$ cat config.mk
export PLATFORM = sky130hd
export DESIGN_NAME = mpx_coef_loader
export DESIGN_NICKNAME = d
export VERILOG_FILES = /design/src/rtl/mpx_coef_loader.sv
export SDC_FILE = /design/constraint.sdc
export NUM_CORES = 2
export LEC_CHECK = 0
export ABC_AREA = 1
export BUFFER_PORTS_ARGS = -buffer_cell sky130_fd_sc_hd__buf_2
export CORE_UTILIZATION = 30
export DETAILED_ROUTE_END_ITERATION = 10
export PLACE_DENSITY = 0.51
export SLEW_MARGIN = 20
export SYNTH_ARGS = -nofsm -noshare
export SYNTH_HDL_FRONTEND = slang
export SYNTH_SLANG_ARGS = --single-unit
$ cat constraint.sdc
create_clock -name clk -period 7.3 [get_ports clk]
set_input_delay 0.73 -clock clk [delete_from_list [all_inputs] [get_ports clk]]
set_output_delay 0.73 -clock clk [all_outputs]
set_load 0.05 [all_outputs]
$ cat src/rtl/mpx_coef_loader.sv
// mpx_coef_loader: stages FIR coefficients and replays them as one reload packet followed by a single config beat
// Ports: clk, reset (sync, active-high); coef_din/coef_wr/commit/clear are register-block strobes;
//   reload_tdata/tvalid/tlast/tready carry the coefficient packet; config_tvalid/config_tready the config beat;
//   count/busy/done/err report status back to the register block.
// Option: define MPX_COEF_RETAIN_EN to keep the staged set after a load so later commits replay it.
module mpx_coef_loader #(
  parameter int DEPTH = 64,
  parameter int COEF_W = 25
) (
  input  logic                   clk,
  input  logic                   reset,
  input  logic [COEF_W-1:0]      coef_din,
  input  logic                   coef_wr,
  input  logic                   commit,
  input  logic                   clear,
  output logic [31:0]            reload_tdata,
  output logic                   reload_tvalid,
  output logic                   reload_tlast,
  input  logic                   reload_tready,
  output logic                   config_tvalid,
  input  logic                   config_tready,
  output logic [$clog2(DEPTH):0] count,
  output logic                   busy,
  output logic                   done,
  output logic                   err
);
  localparam int AW = $clog2(DEPTH);
  localparam int CW = AW + 1;
`ifdef MPX_COEF_RETAIN_EN
  localparam bit RETAIN = 1'b1;
`else
  localparam bit RETAIN = 1'b0;
`endif
  typedef enum logic [1:0] {IDLE, RELOAD, CONFIG} state_t;
  state_t state, state_nx;
  logic [COEF_W-1:0] mem [DEPTH];
  logic [COEF_W-1:0] src;
  logic [CW-1:0] rd_idx, cnt_nx, idx_nx;
  logic idle, full, wr_ok, go, xfer, last_xfer, cfg_xfer, bad;
  assign busy = !idle;
  // A write staged in the same cycle as a commit joins the packet, so the load
  // uses cnt_nx and, for an empty buffer, takes entry 0 straight from coef_din.
  always_comb begin
    idle = state == IDLE;
    full = count == CW'(DEPTH);
    wr_ok = idle && coef_wr && !clear && !full;
    cnt_nx = count + CW'(wr_ok);
    go = idle && commit && !clear && cnt_nx != '0;
    xfer = state == RELOAD && reload_tvalid && reload_tready;
    last_xfer = xfer && reload_tlast;
    cfg_xfer = state == CONFIG && config_tready;
    bad = idle ? !clear && ((coef_wr && full) || (commit && cnt_nx == '0)) : coef_wr || commit || clear;
    idx_nx = go ? '0 : rd_idx + CW'(1);
    src = go && count == '0 ? coef_din : mem[idx_nx[AW-1:0]];
    state_nx = go ? RELOAD : last_xfer ? CONFIG : cfg_xfer ? IDLE : state;
  end
  always_ff @(posedge clk)
    if (wr_ok) mem[count[AW-1:0]] <= coef_din;
  always_ff @(posedge clk)
    if (reset) begin
      state <= IDLE;
      count <= '0;
      rd_idx <= '0;
      reload_tdata <= '0;
      reload_tvalid <= 1'b0;
      reload_tlast <= 1'b0;
      config_tvalid <= 1'b0;
      done <= 1'b0;
      err <= 1'b0;
    end else begin
      state <= state_nx;
      count <= (idle && clear) || (cfg_xfer && !RETAIN) ? '0 : cnt_nx;
      if (go || xfer) begin
        rd_idx <= idx_nx;
        reload_tdata <= 32'(signed'(src));
        reload_tlast <= idx_nx == cnt_nx - CW'(1);
      end
      reload_tvalid <= go || (reload_tvalid && !last_xfer);
      config_tvalid <= last_xfer || (config_tvalid && !cfg_xfer);
      done <= cfg_xfer;
      err <= bad;
    end
endmodule

==> impl_results.md <==
- Status: completed
- Min-delay worst type: input port to register
- Routed WL: 237000 um
- Critical path depth in cells: 23
- CP bufs+invs: 4
- Post-CTS Resized: 0
- Crit path max fanout: 129
- Dpl ws: 0.8006 ns
- Synth Register Bits: 1646
- Ports: 77
- Met2 Routed Length: 111300 um
- Reg2reg path depth: 23
- Ys flop type: edfxtp_1
- Clock Latency Late Sink: 0.83 ns
- Drt first pass iters: 6
- Synth cell types: 39
- Routed wire per std cell: 23.72 um
- CP cell instances: inv_2 -> nand2_1 -> nor3_1 -> nor3_2 -> ha_1 -> ha_1 -> inv_1 -> ha_1 -> nand2_1 -> a21oi_1 -> nand3_2 -> nand2_8 -> nand2_8 -> inv_16 -> buf_12 -> nand3_1 -> nand3_1 -> nand3_1 -> nand3_1 -> nand3_1 -> nand2_1 -> nand2_1 -> a21oi_1
- H-tree levels: 4
- CP peak stage delay: 0.73 ns
- Setup TNS: 0 ns
- Worst-Margin Slew: 1.137 ns
- Die height: 494.1 um
- RePlAce Congestion: 0.8775
- Fin crit share: 91.78%
- Critical Path Start Type: register
- Vias/cell: 4.970
- Most common library cells after synthesis: nand3_1 (1660), edfxtp_1 (1600), nand2_1 (1138)
- Row cnt: 180
- Max transition margin: 24.01%
- CP Class: register to register
- Min Clock Period, post-route: 6.700 ns
- Lkg Pwr: 31.36 nW
- Worst VDD drop: 0.2470 mV
- Share of cells above drive strength 1: 8.592%
- Ys async rst share: 0%
- Die width: 494.1 um
- First-pass GRT wire length: 340700 um
- Drt drc: 0
- Tot GR Track Use: 19.09%
- CP dominant cell by count: nand3_1
- RSZ-0062 raised after global routing: no
- Post-Syn Instances: 6675
- CTS root buffer: clkbuf_16
- Nets: 6684
- Reg clk slew, reported paths: 0.06 ns
- DR vias: 49650
- Post-DP HPWL: 125900 um
- Most numerous cell in the Yosys netlist: nand3_1
- EDFF count, synth: 1600
- CTS Hold Bufs: 0
- Worst Slack Setup Final: 0.5999 ns
- Yosys warning count: 0
- Gr ovfl total: 0
- Hold Fails Final Rpt: 0
- Pins Over Slew Limit: 0
- Cell Area, Synth: 72640 um2
- Maximum clock rate: 149.3 MHz
- DRT antenna net count: 0
- Share of the synthesized area in the top cell type: 66.14%
- WP data required: 8.05 ns
- P per Cell Area: 248.9 nW/um2
- Reg area: 48970 um2
- Worst EP arrival: 7.45 ns
- Max capacitance violation total: 0
- Layout area overhead: 13.52%
- Initial Utilization: 30.20%
- Post-CTS Setup Bufs: 0
- Area contributors post-synth: edfxtp_1 (66%), nand3_1 (11%), nand2_1 (5.9%)
- Met3 Routed Length: 14500 um
- Synthesized Nets: 6711
- CTS tree: done
- Drt initial violations: 5003
- Area occupied by multi-input gates: 17970 um2
- Setup Skew: 0.03091 ns
- Initial antenna violation count: 16
- Largest net degree at the start of global routing: 148
- DRT met1 WL: 101300 um
- CORE AREA: 240500 um2
- Register area share after synthesis: 67.41%
- Hold path depth: 1
- Clk sinks: 1646
- # setup viols final: 0
- Total CTS buffers: 179
- Fill cells: 23980
- CP delay by family, top: simple AND/OR/NAND/NOR gates
- Largest area contributor in the netlist: edfxtp_1
- Top sig layer: met5
- Post-synthesis area per instance: 10.88 um2
- Port bufs: 76
- Clk buf depth: 3
- Slowest cell on crit path: dfxtp_1
- Vias in the first global route: 47100
- Die area: 244100 um2
- Kind of end point of the critical path: register
[power by group]
group | internal (mW) | switching (mW) | total [mW]
Sequential | 10.4 | 0.0278 | 10.4
Combinational | 0.243 | 0.925 | 1.17
Clock | 5.08 | 3.87 | 8.95
[area by class of cell]
class / count / area share (%)
Sequential cell: 1646 / 59.38
Multi-Input combinational cell: 3552 / 21.79
Clock buffer: 234 / 5.828
Tap cell: 3185 / 4.833
Inverter: 1035 / 4.758
Timing Repair Buffer: 234 / 2.291
Clock inverter: 96 / 1.092
Antenna cell: 7 / 0.02124
[sequential cells by signal, summed over array words and instances, names as in the netlist]
name	flops
mem	1600
reload_tdata	25
count	7
rd_idx	7
state	2
config_tvalid	1
done	1
err	1
reload_tlast	1
reload_tvalid	1
[worst paths after layout]
| check | slack [ns] | start | to |
|---|---|---|---|
| max reg2reg | 0.60 | count[3] | reload_tdata[20] |
| min | 0.15 | coef_din[3] | mem[20][3] |
| max | 0.60 | count[3] | reload_tdata[20] |
| min reg2reg | 0.49 | rd_idx[1] | rd_idx[1] |
[cells in the final DEF, fill, tap and decap left out, drive strengths merged]
| cell type | netlist | final |
|---|---|---|
| nand4 | 8 | 8 |
| xor2 | 12 | 12 |
| clkinvlp | 0 | 1 |
| nand3b | 498 | 498 |
| xnor2 | 2 | 2 |
| a21oi | 64 | 64 |
| o22ai | 1 | 1 |
| nor3 | 7 | 7 |
| bufinv | 0 | 12 |
| diode | 0 | 7 |
| dfxtp | 46 | 46 |
| o21ai | 40 | 40 |
| nand2 | 1145 | 1145 |
| nor2 | 97 | 97 |
| edfxtp | 1600 | 1600 |
| buf | 274 | 234 |
| clkbuf | 168 | 234 |
| clkinv | 3 | 77 |
| o2111ai | 1 | 1 |
| o31ai | 1 | 1 |
| nand3 | 1665 | 1665 |
| inv | 1032 | 1041 |
| and3 | 1 | 1 |
| ha | 4 | 4 |
| or2 | 5 | 5 |
| o21bai | 1 | 1 |
[routing by layer]
metal,vias up,GRT usage [%]
li1,22660,-
met1,24830,25.61
met2,1761,30.92
met3,389,2.667
met4,8,7.882
met5,-,0
[stage by stage]
step                utilization [%]  hold WS [ns]  cell area (um2)  std cells  power, mW
global placement              31.83        0.4799            76570       9645      11.77
floorplan                         -        0.4583            72640       6675      11.17
global route                  34.28        0.1324            82450       9986      21.07
CTS                           34.24        0.1199            82360       9979      20.67
detailed placement            31.87        0.4803            76650       9649      11.78
finish                        34.28        0.1530            82460       9989      20.53
[logic make-up after synthesis]
group,after synthesis,share of synthesized area [%]
buffers and inverters,1477,8.246
DFF,1646,67.41
xor gates and xnor gates,14,0.1791
and+or+nand+nor,3426,23.33
AOI/OAI and AO/OA,108,0.7631
adders and majority gates,4,0.06890
No activity file was read; power rests on OpenSTA's default activity.
